**src/rtl/sd_pkg.sv**
```systemverilog
// Shared constants for the SD data-line transfer sequencer:
// state encoding, error codes and the default CRC retry budget.
package sd_pkg;

  localparam logic [3:0] S_IDLE      = 4'd0;
  localparam logic [3:0] S_RCV_GO    = 4'd1;
  localparam logic [3:0] S_RCV_WAIT  = 4'd2;
  localparam logic [3:0] S_PROC_GO   = 4'd3;
  localparam logic [3:0] S_PROC_WAIT = 4'd4;
  localparam logic [3:0] S_SEND_GO   = 4'd5;
  localparam logic [3:0] S_SEND_WAIT = 4'd6;
  localparam logic [3:0] S_NEXT      = 4'd7;
  localparam logic [3:0] S_FIN       = 4'd8;
  localparam logic [3:0] S_ERR       = 4'd9;

  localparam logic [1:0] ERR_NONE = 2'b00;
  localparam logic [1:0] ERR_CRC  = 2'b01;
  localparam logic [1:0] ERR_TMO  = 2'b10;

  localparam int MAX_RETRY_DEF = 3;

endpackage

```
**src/rtl/wait_tmr.sv**
```systemverilog
// Wait-state watchdog: counts enabled cycles, saturates at all-ones and flags it.
// Clear wins over enable; the flag is a decode of the registered count.
module wait_tmr #(
  parameter int TMO_W = 20
) (
  input  logic clk,
  input  logic rst,
  input  logic en,
  input  logic clr,
  output logic full
);

  logic [TMO_W-1:0] cnt;

  always_ff @(posedge clk) begin
    if (rst || clr) begin
      cnt <= '0;
    end else if (en && !full) begin
      cnt <= cnt + TMO_W'(1);
    end
  end

  assign full = &cnt;

endmodule

```
**src/rtl/d_seq.sv**
```systemverilog
// Multi-block receive -> cipher -> send sequencer for the 4-bit D-line driver.
// All outputs registered from the next state, so each pulse appears the cycle its state is entered.
module d_seq
  import sd_pkg::*;
#(
  parameter int BLK_W     = 8,
  parameter int MAX_RETRY = MAX_RETRY_DEF,
  parameter int TMO_W     = 20
) (
  input  logic             iclk,
  input  logic             irst,
  input  logic             istart,
  input  logic [BLK_W-1:0] iblk_cnt,
  output logic             ostart_d,
  input  logic             id_done,
  input  logic             id_crc_fail,
  output logic             ostart_proc,
  input  logic             iproc_done,
  output logic             obusy,
  output logic             odone,
  output logic             oerr,
  output logic [1:0]       oerr_code,
  output logic [BLK_W-1:0] oblk_idx
);

  localparam int RTR_W = (MAX_RETRY > 0) ? $clog2(MAX_RETRY + 1) : 1;
  localparam logic [RTR_W-1:0] RTR_MAX = RTR_W'(MAX_RETRY);

  logic [3:0]       state, nstate;
  logic [BLK_W-1:0] blk_cnt;
  logic [RTR_W-1:0] retry;
  logic             armed, tmo, in_wait, d_wait, rcv_ok, rcv_bad, last_blk;
  logic             start_d_n, start_proc_n, busy_n, done_n;

  assign d_wait   = (state == S_RCV_WAIT) || (state == S_SEND_WAIT);
  assign in_wait  = d_wait || (state == S_PROC_WAIT);
  assign rcv_ok   = armed && id_done && !id_crc_fail;
  assign rcv_bad  = armed && id_done && id_crc_fail;
  assign last_blk = (oblk_idx == blk_cnt - BLK_W'(1));

  wait_tmr #(.TMO_W(TMO_W)) u_tmr (
    .clk  (iclk),
    .rst  (irst),
    .en   (in_wait),
    .clr  (nstate != state),
    .full (tmo)
  );

  always_ff @(posedge iclk) begin
    if (irst) state <= S_IDLE;
    else      state <= nstate;
  end

  always_comb begin
    nstate = state;
    case (state)
      S_IDLE:      if (istart && (iblk_cnt != '0)) nstate = S_RCV_GO;
      S_RCV_GO:    nstate = S_RCV_WAIT;
      S_RCV_WAIT: begin
        if (tmo)          nstate = S_ERR;
        else if (rcv_ok)  nstate = S_PROC_GO;
        else if (rcv_bad) nstate = (retry < RTR_MAX) ? S_RCV_GO : S_ERR;
      end
      S_PROC_GO:   nstate = S_PROC_WAIT;
      S_PROC_WAIT: begin
        if (tmo)             nstate = S_ERR;
        else if (iproc_done) nstate = S_SEND_GO;
      end
      S_SEND_GO:   nstate = S_SEND_WAIT;
      S_SEND_WAIT: begin
        if (tmo)                   nstate = S_ERR;
        else if (armed && id_done) nstate = S_NEXT;
      end
      S_NEXT:      nstate = last_blk ? S_FIN : S_RCV_GO;
      S_FIN:       nstate = S_IDLE;
      S_ERR:       nstate = S_IDLE;
      default:     nstate = S_IDLE;
    endcase
  end

  always_comb begin
    start_d_n    = (nstate == S_RCV_GO) || (nstate == S_SEND_GO);
    start_proc_n = (nstate == S_PROC_GO);
    busy_n       = (nstate != S_IDLE);
    done_n       = (nstate == S_FIN) || (nstate == S_ERR) ||
                   ((state == S_IDLE) && istart && (iblk_cnt == '0));
  end

  always_ff @(posedge iclk) begin
    if (irst) begin
      blk_cnt     <= '0;
      retry       <= '0;
      armed       <= 1'b0;
      ostart_d    <= 1'b0;
      ostart_proc <= 1'b0;
      obusy       <= 1'b0;
      odone       <= 1'b0;
      oerr        <= 1'b0;
      oerr_code   <= ERR_NONE;
      oblk_idx    <= '0;
    end else begin
      ostart_d    <= start_d_n;
      ostart_proc <= start_proc_n;
      obusy       <= busy_n;
      odone       <= done_n;
      if ((state == S_IDLE) && istart) begin
        oerr      <= 1'b0;
        oerr_code <= ERR_NONE;
        if (iblk_cnt != '0) begin
          blk_cnt  <= iblk_cnt;
          oblk_idx <= '0;
          retry    <= '0;
        end
      end
      // The driver keeps id_done high until it registers our pulse, so wait to see it drop.
      if ((state == S_RCV_GO) || (state == S_SEND_GO)) armed <= 1'b0;
      else if (d_wait)                                 armed <= armed | ~id_done;
      if ((state == S_RCV_WAIT) && (nstate == S_RCV_GO)) retry <= retry + RTR_W'(1);
      if ((state == S_NEXT) && (nstate == S_RCV_GO)) begin
        oblk_idx <= oblk_idx + BLK_W'(1);
        retry    <= '0;
      end
      if (nstate == S_ERR) begin
        oerr      <= 1'b1;
        oerr_code <= tmo ? ERR_TMO : ERR_CRC;
      end
    end
  end

endmodule

```
**config.mk**
```make
export PLATFORM = sky130hd
export DESIGN_NAME = d_seq
export DESIGN_NICKNAME = d
export VERILOG_FILES = /design/src/rtl/sd_pkg.sv /design/src/rtl/wait_tmr.sv /design/src/rtl/d_seq.sv
export SDC_FILE = /design/constraint.sdc
export NUM_CORES = 1
export LEC_CHECK = 0
export ABC_AREA = 1
export CELL_PAD_IN_SITES_DETAIL_PLACEMENT = 1
export CELL_PAD_IN_SITES_GLOBAL_PLACEMENT = 1
export CORE_ASPECT_RATIO = 0.7
export CORE_UTILIZATION = 40
export CTS_CLUSTER_DIAMETER = 150
export CTS_CLUSTER_SIZE = 16
export DETAILED_ROUTE_END_ITERATION = 12
export GPL_TIMING_DRIVEN = 0
export PLACE_DENSITY_LB_ADDON = 0.08
export SETUP_SLACK_MARGIN = 0.02
export SLEW_MARGIN = 20
export SYNTH_ARGS = -nofsm -noshare
export SYNTH_HDL_FRONTEND = slang
export SYNTH_SLANG_ARGS = --single-unit
```
**constraint.sdc**
```tcl
create_clock -name iclk -period 3.5 [get_ports iclk]
set_clock_uncertainty 0.2 [all_clocks]
set_input_delay 0.35 -clock iclk [delete_from_list [all_inputs] [get_ports iclk]]
set_output_delay 0.35 -clock iclk [all_outputs]
set_load 0.005 [all_outputs]
```
==> out/results.md, run 1 <==
* final net count: 456
* remaining number of nets flagged by the antenna check after routing: 0
* final worst-path cycle share: 69.8%
* sum of net half-perimeters after detailed placement: 6310 um
* Die W: 104 um
* slew at the pin closest to its max-slew limit: 0.546 ns
* PortBufs: 27
* vias in the first global route: 2,534
* DRC violations left: 0
* unrepaired setup endpoints after global routing: false
* CTS Buf Count: 5
* cell taking the most area after synthesis: sky130_fd_sc_hd__dfxtp_1
* highest clock frequency the design can meet: 0.409 GHz
* commonest cells in the synthesized netlist: sky130_fd_sc_hd__nand2_1 (83), sky130_fd_sc_hd__dfxtp_1 (50), sky130_fd_sc_hd__nor2_1 (46)
* Worst IR Drop VDD: 0.000177 V
* Synth cell types: 38
* Antenna Diode Count: 0
* total global routing track utilization: 21.8%
* count of boundary I/O pins: 29
* FF+latch count, synth: 50
* Yosys Warn Count: 0
* number of buffers inserted by post-CTS setup repair: 0
* number of DRC markers in iteration 0: 120
* deepest level of the CTS H-tree: 2
* average footprint of a synthesized cell: 7.20 um^2
* number of buffers on the longest clock path: 2
* Routed WL per cell: 14.7 um
* worst-path maximum fanout: 7
* Req. time, crit path: 3.53 ns
* Fillers: 891
* number of enable-type register cells in the synthesized netlist: 0
* Slew Limit Headroom: 63.6%
* Crit Path Category: reg2reg
* data arrival time of the worst path: 2.48 ns
* CTS clock-pin slew for the worst setup and hold paths: 0.10 ns
* CTS root buf: sky130_fd_sc_hd__clkbuf_8
* count of TritonRoute iterations in the first routing pass: 4
* fraction of the yosys area taken by sequential cells: 34.4%
* total overflow reported by the global router: 0
* Vias: 2,671
* clk sink count: 50
* later-pin clock latency in the skew report: 0.31 ns
* effective utilization at floorplan: 42.3%
* cell area after synthesis: 0.00291 mm^2
* mean number of vias per cell: 5.01
* dominant cells by area after synthesis: sky130_fd_sc_hd__dfxtp_1 (34%), sky130_fd_sc_hd__nand2_1 (11%), sky130_fd_sc_hd__nor2_1 (5.9%), sky130_fd_sc_hd__inv_1 (5.3%), sky130_fd_sc_hd__a21oi_1 (4.8%)
* TritonCTS clock tree: built
* sum of routed wire length over all layers: 7860 um
* count leader, synth: sky130_fd_sc_hd__nand2_1
* standard-cell row count: 25
* Sequential Area: 0.00100 mm^2
* outcome: finished, final reports clean
* Placer Congestion: 0.839
* post-synth top area share: 34.4%
* layout cell share with drive strength beyond 1: 15.9%
* number of instances in the synthesized netlist: 404
* count of pins over their slew limit: 0
* Total Neg Setup Slack: 0 ns
* Floorplan Core Area: 0.00688 mm^2
* area grow syn2layout: 17.1%
* antenna violations before repair: 0
* Fin. Hold Viols: 0
* classification of the worst-slack hold path: reg2reg
* minimum clock period after layout: 2.44 ns
* CP endpoint kind: flip-flop
* Synth Flop Type: sky130_fd_sc_hd__dfxtp_1
* Worst Setup Start Kind: flip-flop
* Multi-input gate area: 0.00167 mm^2
* area of the die: 0.00762 mm^2
* Final setup viols: 0
* Post-CTS Resized: 0
* first-pass GRT wire length: 12,900 um
* Post-Route Hold Slack: 0.288 ns
* cell leakage power: 1.37 nW
* largest net degree at the start of global routing: 16
* ratio of total power to cell area: 366 mW/mm^2
* CTS Hold Buffers Added: 0
* max_cap viols: 0
* Post-synth ARST share: 0%
* height of the die: 73.3 um
* post-synthesis net count: 422
==> report_power, final <==
group	switching (mW)	internal, mW
Sequential	0.0201	0.587
Combinational	0.144	0.0835
Clock	0.202	0.211
Total	0.366	0.881
==> flip-flops by register name (all words and copies together), names as in the netlist <==
register and cells:
armed 1, blk_cnt 8, oblk_idx 8, obusy 1, odone 1, oerr 1
oerr_code 2, ostart_d 1, ostart_proc 1, retry 2, state 4, u_tmr.cnt 20
==> layout make-up <==
class | count | share of cell area [%]
Tap cell | 94 | 3.45
Timing Repair Buffer | 27 | 7.94
Buffer | 7 | 1.07
Clock buffer | 5 | 2.02
Multi-Input combinational cell | 294 | 49.1
Clock inverter | 3 | 1.18
Inverter | 53 | 5.84
Sequential cell | 50 | 29.4
==> placed cells by master (no fill, tap or decap), types with 11 or more instances in the layout <==
| master | count |
|---|---|
| sky130_fd_sc_hd__nand4_1 | 13 |
| sky130_fd_sc_hd__dfxtp_1 | 50 |
| sky130_fd_sc_hd__o21ai_0 | 12 |
| sky130_fd_sc_hd__nand3_1 | 19 |
| sky130_fd_sc_hd__inv_2 | 12 |
| sky130_fd_sc_hd__nand2_1 | 83 |
| sky130_fd_sc_hd__nor2_1 | 46 |
| sky130_fd_sc_hd__inv_1 | 41 |
| sky130_fd_sc_hd__a21oi_1 | 28 |
| sky130_fd_sc_hd__clkdlybuf4s50_1 | 27 |
| sky130_fd_sc_hd__xor2_1 | 15 |
| sky130_fd_sc_hd__nand2_2 | 11 |
==> per-stage QoR <==
stage	setup WS [ns]	instances	util [%]	instance area [um^2]	total power, mW
floorplan	1.49	404	-	2910	0.772
global placement	1.09	525	47.9	3300	0.838
detailed placement	1.06	525	47.9	3300	0.847
CTS	1.07	533	49.5	3400	1.26
global route	0.857	533	49.5	3400	1.31
finish	1.06	533	49.5	3400	1.25
==> per-layer routing <==
layer / share of wire (%) / track usage [%] / up-vias
li1: - / - / 1369
met1: 55 / 31.4 / 1268
met2: 41 / 34.3 / 30
met3: 2.5 / 3.37 / 4
met4: 0.70 / 5.24 / 0
met5: 0 / 0 / -
==> path summary, 6_finish.rpt <==
check | from | endpoint | slack, ns | cells after the start
setup / recovery | blk_cnt[0]$_SDFFE_PP0P_ | oblk_idx[6]$_SDFFE_PP0P_ | 1.06 | 14
hold / removal | u_tmr.cnt[1]$_SDFFE_PP0P_ | u_tmr.cnt[1]$_SDFFE_PP0P_ | 0.29 | 2
setup reg to reg | blk_cnt[0]$_SDFFE_PP0P_ | oblk_idx[6]$_SDFFE_PP0P_ | 1.06 | 14
hold reg to reg | u_tmr.cnt[1]$_SDFFE_PP0P_ | u_tmr.cnt[1]$_SDFFE_PP0P_ | 0.29 | 2
==> worst max-delay path: stages, from the launching register on <==
cell and delay (ns):
sky130_fd_sc_hd__dfxtp_1 0.42, sky130_fd_sc_hd__inv_2 0.10, sky130_fd_sc_hd__ha_1 0.27, sky130_fd_sc_hd__or2_1 0.25, sky130_fd_sc_hd__nand2_1 0.08, sky130_fd_sc_hd__nand2_1 0.05
sky130_fd_sc_hd__nand2_1 0.05, sky130_fd_sc_hd__nand3_1 0.09, sky130_fd_sc_hd__nor2_1 0.21, sky130_fd_sc_hd__nand2_1 0.11, sky130_fd_sc_hd__nand2_2 0.13, sky130_fd_sc_hd__nand2_1 0.09
sky130_fd_sc_hd__inv_2 0.14, sky130_fd_sc_hd__nand2_1 0.07, sky130_fd_sc_hd__a21oi_1 0.12
==> kinds of logic (layout without fill, tap and decap cells) <==
family / count (synthesis) / count (layout) / synth area share [%]
fa+ha+maj: 4 / 4 / 1.72
buf+inv: 60 / 95 / 8.09
simple gates: 219 / 219 / 39.8
xor+xnor: 20 / 20 / 6.02
flops: 50 / 50 / 34.4
compound gates: 51 / 51 / 9.94
Note: power is estimated with default switching activity, not from simulation.
==> inputs of run 2 (changes only) <==
==> constraint.sdc (replaced) <==
create_clock -name iclk -period 2.5 [get_ports iclk]
set_clock_uncertainty 0.2 [all_clocks]
set_input_delay 0.25 -clock iclk [delete_from_list [all_inputs] [get_ports iclk]]
set_output_delay 0.25 -clock iclk [all_outputs]
set_load 0.005 [all_outputs]
==> run 2 against run 1 <==
Die area unchanged. Sequential power is 40% higher. Core utilization increased by 0.11 points. Largest cell class unchanged. Largest power group unchanged.
==> out/results.md, run 2 (synthesized netlist as in run 1, its figures left out) <==
* CTS root buf: sky130_fd_sc_hd__clkbuf_8, unchanged
* TritonCTS clock tree: built, unchanged
* count of TritonRoute iterations in the first routing pass: 4, unchanged
* Req. time, crit path: 2.53 ns, was 3.53 ns
* GRT met2 Usage: 34.3%, unchanged
* slew at the pin closest to its max-slew limit: 0.534 ns, was 0.546 ns
* Floorplan Core Area: 0.00688 mm^2, unchanged
* Vias: 2,672, was 2,671
* vias in the first global route: 2,534, unchanged
* PortBufs: 27, unchanged
* number of buffers on the longest clock path: 2, unchanged
* total global routing track utilization: 21.8%, unchanged
* library cell appearing most often on the critical path: sky130_fd_sc_hd__nand2_1, unchanged
* Total Neg Setup Slack: 0 ns, unchanged
* Worst Setup Start Kind: flip-flop, unchanged
* number of DRC markers in iteration 0: 120, unchanged
* worst-path maximum fanout: 7, unchanged
* Slew Limit Headroom: 64.4%, was 63.6%
* remaining number of nets flagged by the antenna check after routing: 0, unchanged
* max_cap viols: 0, unchanged
* final net count: 456, unchanged
* CP endpoint kind: flip-flop, unchanged
* antenna violations before repair: 0, unchanged
* met1 routing resource usage after global routing: 31.4%, unchanged
* classification of the worst-slack hold path: in2reg, was reg2reg
* CP peak stage delay: 0.38 ns, was 0.42 ns
* minimum clock period after layout: 2.29 ns, was 2.44 ns
* clk sink count: 50, unchanged
* data arrival time of the worst path: 2.33 ns, was 2.48 ns
* Fin. Hold Viols: 0, unchanged
* mean number of vias per cell: 5.01, about the same
* max reg flops: 20, unchanged
* Final setup viols: 0, unchanged
* fin util: 49.6%, was 49.5%
* count of boundary I/O pins: 29, unchanged
* Worst IR Drop VDD: 0.000247 V, was 0.000177 V
* commonest cells after routing, fill and taps aside: sky130_fd_sc_hd__nand2_1 (83), sky130_fd_sc_hd__dfxtp_1 (48), sky130_fd_sc_hd__nor2_1 (45), was sky130_fd_sc_hd__nand2_1 (83), sky130_fd_sc_hd__dfxtp_1 (50), sky130_fd_sc_hd__nor2_1 (46)
* cell leakage power: 1.37 nW, about the same
* top flop regs: u_tmr.cnt x20, blk_cnt x8, oblk_idx x8, unchanged
* area grow syn2layout: 17.3%, was 17.1%
* Antenna Diode Count: 0, unchanged
* slowest CP cell: sky130_fd_sc_hd__dfxtp_2, was sky130_fd_sc_hd__dfxtp_1
* height of the die: 73.3 um, unchanged
* Die W: 104 um, unchanged
* outcome: finished, final reports clean, unchanged
* number of buffer and inverter instances along the worst setup path: 2, unchanged
* count of pins over their slew limit: 0, unchanged
* sum of routed wire length over all layers: 7840 um, was 7860 um
* effective utilization at floorplan: 42.3%, unchanged
* CTS clock-pin slew for the worst setup and hold paths: 0.09 ns, was 0.10 ns
* Most Crowded Layer GR: met2, unchanged
* sum of net half-perimeters after detailed placement: 6310 um, unchanged
* area of the die: 0.00762 mm^2, unchanged
* layout cell share with drive strength beyond 1: 16.9%, was 15.9%
* most common cell after layout, fill and taps aside: sky130_fd_sc_hd__nand2_1, unchanged
* DRC violations left: 0, unchanged
* largest net degree at the start of global routing: 16, unchanged
* deepest level of the CTS H-tree: 2, unchanged
* ratio of total power to cell area: 512 mW/mm^2, was 366 mW/mm^2
* unrepaired setup endpoints after global routing: false, unchanged
* Crit Path Category: reg2reg, unchanged
* family of cells with the greatest summed delay on the critical path: simple AND/OR/NAND/NOR gates, unchanged
* Post-Layout Cell Count: 533, unchanged
* total overflow reported by the global router: 0, unchanged
* cell total after placement: 525, unchanged
* Placer Congestion: 0.839, unchanged
* later-pin clock latency in the skew report: 0.30 ns, was 0.31 ns
* Routed WL per cell: 14.7 um, about the same
* first-pass GRT wire length: 12,900 um, unchanged
* Most flops, register: u_tmr.cnt, unchanged
* number of buffers inserted by post-CTS setup repair: 0, unchanged
* highest clock frequency the design can meet: 0.436 GHz, was 0.409 GHz
* standard-cell row count: 25, unchanged
* final worst-path cycle share: 91.8%, was 69.8%
* met3 usage in global routing: 3.37%, unchanged
* cell-by-cell listing of the critical path: inv_2 > ha_2 > or2_1 > nand2_1 > nand2_1 > nand2_1 > nand3_1 > nor2_2 > nand2_1 > nand2_2 > nand2_1 > inv_2 > nand2_1 > a21oi_1, was inv_2 > ha_1 > or2_1 > nand2_1 > nand2_1 > nand2_1 > nand3_1 > nor2_1 > nand2_1 > nand2_2 > nand2_1 > inv_2 > nand2_1 > a21oi_1
* CTS Buf Count: 5, unchanged
[run 2: timing repair]
item,in CTS,in global routing
endpoints found under the hold margin,0,0
hold buffers,0,0
resized for setup,0,4
setup endpoints to repair,0,13
[run 2: per-stage QoR]
| step | hold WS [ns] | power [mW] | area [um^2] | setup WS [ns] |
|---|---|---|---|---|
| after CTS | 0.186 | 1.76 | 3400 | 0.0704 |
| after floorplan | 0.197 | 1.08 | 2910 | 0.493 |
| after detailed placement | 0.282 | 1.19 | 3300 | 0.101 |
| final | 0.200 | 1.75 | 3410 | 0.205 |
| after global placement | 0.262 | 1.17 | 3300 | 0.187 |
| after global routing | 0.241 | 1.83 | 3410 | 0.0249 |
[run 2: worst paths after layout]
check                            start                   endpoint  slack (ns)  depth (start not counted)
max            blk_cnt[0]$_SDFFE_PP0P_   oblk_idx[6]$_SDFFE_PP0P_        0.21                         14
min                               irst    blk_cnt[2]$_SDFFE_PP0P_        0.20                          2
max reg2reg    blk_cnt[0]$_SDFFE_PP0P_   oblk_idx[6]$_SDFFE_PP0P_        0.21                         14
min reg2reg  u_tmr.cnt[1]$_SDFFE_PP0P_  u_tmr.cnt[1]$_SDFFE_PP0P_        0.29                          2
[run 2: area by class of cell]
class | instances | area (um^2)
clock inverter | 3 | 40.0
inverter | 53 | 199
tap | 94 | 118
fill | 889 | 3470
sequential | 50 | 1000
clock buffer | 5 | 68.8
buffer | 7 | 36.3
multi-input combinational | 294 | 1680
timing repair buffer | 27 | 270
[run 2: worst register-to-register path, delay by kind of cell, from the launching register on]
family	cells	cell delay, ns
AO/OA/AOI/OAI	1	0.12
buffers and inverters	2	0.22
AND/OR/NAND/NOR	10	1.08
flip-flops	1	0.38
adder cells (fa/ha/maj)	1	0.22
[run 2: report_power, final]
group          internal [mW]  switching [mW]  leakage [nW]
sequential             0.822          0.0280         0.406
combinational          0.118           0.203         0.908
clock                  0.295           0.281        0.0579
[run 2: metal layers]
| metal | share of wire, % | wire (um) | vias to the layer above |
|---|---|---|---|
| met4 | 0.65 | 51 | 0 |
| met2 | 41 | 3250 | 36 |
| li1 | - | - | 1369 |
| met5 | 0 | 0 | - |
| met3 | 2.6 | 203 | 4 |
| met1 | 55 | 4330 | 1263 |
==> inputs of run 3 (changes only) <==
--- a/config.mk
+++ b/config.mk
@@ -9,6 +9,7 @@
 export CELL_PAD_IN_SITES_DETAIL_PLACEMENT = 1
 export CELL_PAD_IN_SITES_GLOBAL_PLACEMENT = 1
 export CORE_ASPECT_RATIO = 0.7
+export CORE_MARGIN = 2
 export CORE_UTILIZATION = 40
 export CTS_CLUSTER_DIAMETER = 150
 export CTS_CLUSTER_SIZE = 16
==> run 3 against run 2 <==
Cell count up 0.19%. Via count rose by 0.82%. Die area rose by 4.7%. Count of clock-buffer cells in the layout unchanged. Hold slack improved by 0.011 ns.
==> out/results.md, run 3 (synthesized netlist as in run 1, its figures left out) <==
* TritonCTS clock tree: built, unchanged
* final net count: 457, was 456
* classification of the worst-slack hold path: in2reg, unchanged
* later-pin clock latency in the skew report: 0.32 ns, was 0.30 ns
* CTS clock-pin slew for the worst setup and hold paths: 0.10 ns, was 0.09 ns
* standard-cell row count: 25, unchanged
* startpoint of the worst register-to-register path: blk_cnt[0]$_SDFFE_PP0P_, unchanged
* unrepaired setup endpoints after global routing: false, unchanged
* vias in the first global route: 2,617, was 2,534
* total overflow reported by the global router: 0, unchanged
* total global routing track utilization: 21.5%, was 21.8%
* worst-path maximum fanout: 6, was 7
* clk sink count: 50, unchanged
* Post-Layout Cell Count: 534, was 533
* data arrival time of the worst path: 2.24 ns, was 2.33 ns
* Final setup viols: 0, unchanged
* max reg flops: 20, unchanged
* first-pass GRT wire length: 13,300 um, was 12,900 um
* CP endpoint kind: flip-flop, unchanged
* sum of net half-perimeters after detailed placement: 6330 um, was 6310 um
* top flop regs: u_tmr.cnt x20, blk_cnt x8, oblk_idx x8, unchanged
* final worst-path cycle share: 90.2%, was 91.8%
* DRC violations left: 0, unchanged
* critical path launch point: blk_cnt[0]$_SDFFE_PP0P_, unchanged
* height of the die: 75.3 um, was 73.3 um
* count of boundary I/O pins: 29, unchanged
* Worst IR Drop VDD: 0.000243 V, was 0.000247 V
* Req. time, crit path: 2.48 ns, was 2.53 ns
* Total Neg Setup Slack: 0 ns, unchanged
* layout cell share with drive strength beyond 1: 17.3%, was 16.9%
* Antenna Diode Count: 0, unchanged
* Final WS setup: 0.246 ns, was 0.205 ns
* ratio of total power to cell area: 543 mW/mm^2, was 512 mW/mm^2
* post-placement setup slack: 0.0859 ns, was 0.101 ns
* count of pins over their slew limit: 0, unchanged
* CTS Buf Count: 5, unchanged
* CTS Hold Buffers Added: 0, unchanged
* deepest level of the CTS H-tree: 2, unchanged
* most common cell after layout, fill and taps aside: sky130_fd_sc_hd__nand2_1, unchanged
* remaining number of nets flagged by the antenna check after routing: 0, unchanged
* Die W: 106 um, was 104 um
* area of the die: 0.00798 mm^2, was 0.00762 mm^2
* Slew Limit Headroom: 63.1%, was 64.4%
* Fillers: 902, was 889
* largest net degree at the start of global routing: 17, was 16
* Routed WL per cell: 14.9 um, was 14.7 um
* commonest cells after routing, fill and taps aside: sky130_fd_sc_hd__nand2_1 (83), sky130_fd_sc_hd__dfxtp_1 (48), sky130_fd_sc_hd__nor2_1 (45), unchanged
* Multi-input gate area: 0.00169 mm^2, was 0.00168 mm^2
* area grow syn2layout: 18.9%, was 17.3%
* effective utilization at floorplan: 42.3%, unchanged
* Post-Route Hold Slack: 0.211 ns, was 0.200 ns
* outcome: finished, final reports clean, unchanged
* number of buffers on the longest clock path: 2, unchanged
* Most flops, register: u_tmr.cnt, unchanged
* number of DRC markers in iteration 0: 109, was 120
* mean number of vias per cell: 5.04, was 5.01
* reg-to-reg slack, setup: 0.25 ns, was 0.21 ns
* highest clock frequency the design can meet: 0.444 GHz, was 0.436 GHz
* count of TritonRoute iterations in the first routing pass: 4, unchanged
* number of cells on the worst reg-to-reg path: 14, unchanged
* PortBufs: 27, unchanged
* Floorplan Core Area: 0.00688 mm^2, unchanged
* capture point of the worst path: obusy$_SDFF_PP0_, was oblk_idx[6]$_SDFFE_PP0P_
* cell leakage power: 1.39 nW, was 1.37 nW
* cell total after placement: 525, unchanged
* max_cap viols: 0, unchanged
* Crit Path Category: reg2reg, unchanged
* antenna violations before repair: 0, unchanged
* Fin. Hold Viols: 0, unchanged
* CTS root buf: sky130_fd_sc_hd__clkbuf_8, unchanged
* Vias: 2,694, was 2,672
* slew at the pin closest to its max-slew limit: 0.554 ns, was 0.534 ns
* FF-to-FF End: obusy$_SDFF_PP0_, was oblk_idx[6]$_SDFFE_PP0P_
* Worst Setup Start Kind: flip-flop, unchanged
* total power after layout: 1.88 mW, was 1.75 mW
* Sequential Area: 0.00100 mm^2, unchanged
* sum of routed wire length over all layers: 7960 um, was 7840 um
* Placer Congestion: 0.800, was 0.839
* minimum clock period after layout: 2.25 ns, was 2.29 ns
run 3: worst min path at each step:
stage | startpoint | endpoint | depth (start not counted)
after floorplan | iblk_cnt[2] | blk_cnt[2]$_SDFFE_PP0P_ | 2
after global placement | retry[1]$_SDFFE_PP0P_ | retry[1]$_SDFFE_PP0P_ | 2
after detailed placement | retry[1]$_SDFFE_PP0P_ | retry[1]$_SDFFE_PP0P_ | 2
after CTS | irst | blk_cnt[2]$_SDFFE_PP0P_ | 2
after global routing | irst | blk_cnt[2]$_SDFFE_PP0P_ | 2
final | irst | blk_cnt[2]$_SDFFE_PP0P_ | 2
run 3: layout make-up:
cell class                      count  area share, %
Tap cell                           94           3.40
Buffer                              7           1.05
Clock inverter                      3           1.99
Timing Repair Buffer               28           8.03
Clock buffer                        5           1.99
Sequential cell                    50           29.0
Multi-Input combinational cell    294           48.8
Inverter                           53           5.75
run 3: where the power goes:
part / switching, mW / total (mW) / internal (mW)
Clock: 0.302 / 0.703 / 0.401
Sequential: 0.0280 / 0.851 / 0.823
Combinational: 0.204 / 0.322 / 0.118
Total: 0.534 / 1.88 / 1.34
run 3: critical path, cell delays in order, from the launching register on:
cell and delay, ns:
sky130_fd_sc_hd__dfxtp_2 0.37, sky130_fd_sc_hd__inv_2 0.08, sky130_fd_sc_hd__ha_2 0.22, sky130_fd_sc_hd__or2_1 0.24, sky130_fd_sc_hd__nand2_1 0.07, sky130_fd_sc_hd__nand2_1 0.05, sky130_fd_sc_hd__nand2_1 0.05, sky130_fd_sc_hd__nand3_1 0.12
sky130_fd_sc_hd__nor2_4 0.14, sky130_fd_sc_hd__nand2_1 0.08, sky130_fd_sc_hd__nand2_2 0.13, sky130_fd_sc_hd__buf_4 0.13, sky130_fd_sc_hd__nand2_1 0.05, sky130_fd_sc_hd__inv_1 0.12, sky130_fd_sc_hd__a31oi_1 0.09
run 3: timing repair:
action                     in CTS  in global routing
resized for setup               0                  6
setup endpoints to repair       0                 13
setup buffers                   0                  1
run 3: layer usage:
layer | GRT usage, % | up-vias | part of all wire (%)
li1 | - | 1371 | -
met3 | 3.34 | 7 | 2.9
met5 | 0 | - | 0
met1 | 32.6 | 1286 | 55
met4 | 4.82 | 0 | 0.88
met2 | 32.2 | 30 | 41
run 3: stage by stage:
step	utilization [%]	area [um^2]
after global routing	50.2	3460
after global placement	47.9	3300
final	50.2	3460
after floorplan	-	2910
after CTS	49.9	3430
after detailed placement	47.9	3300
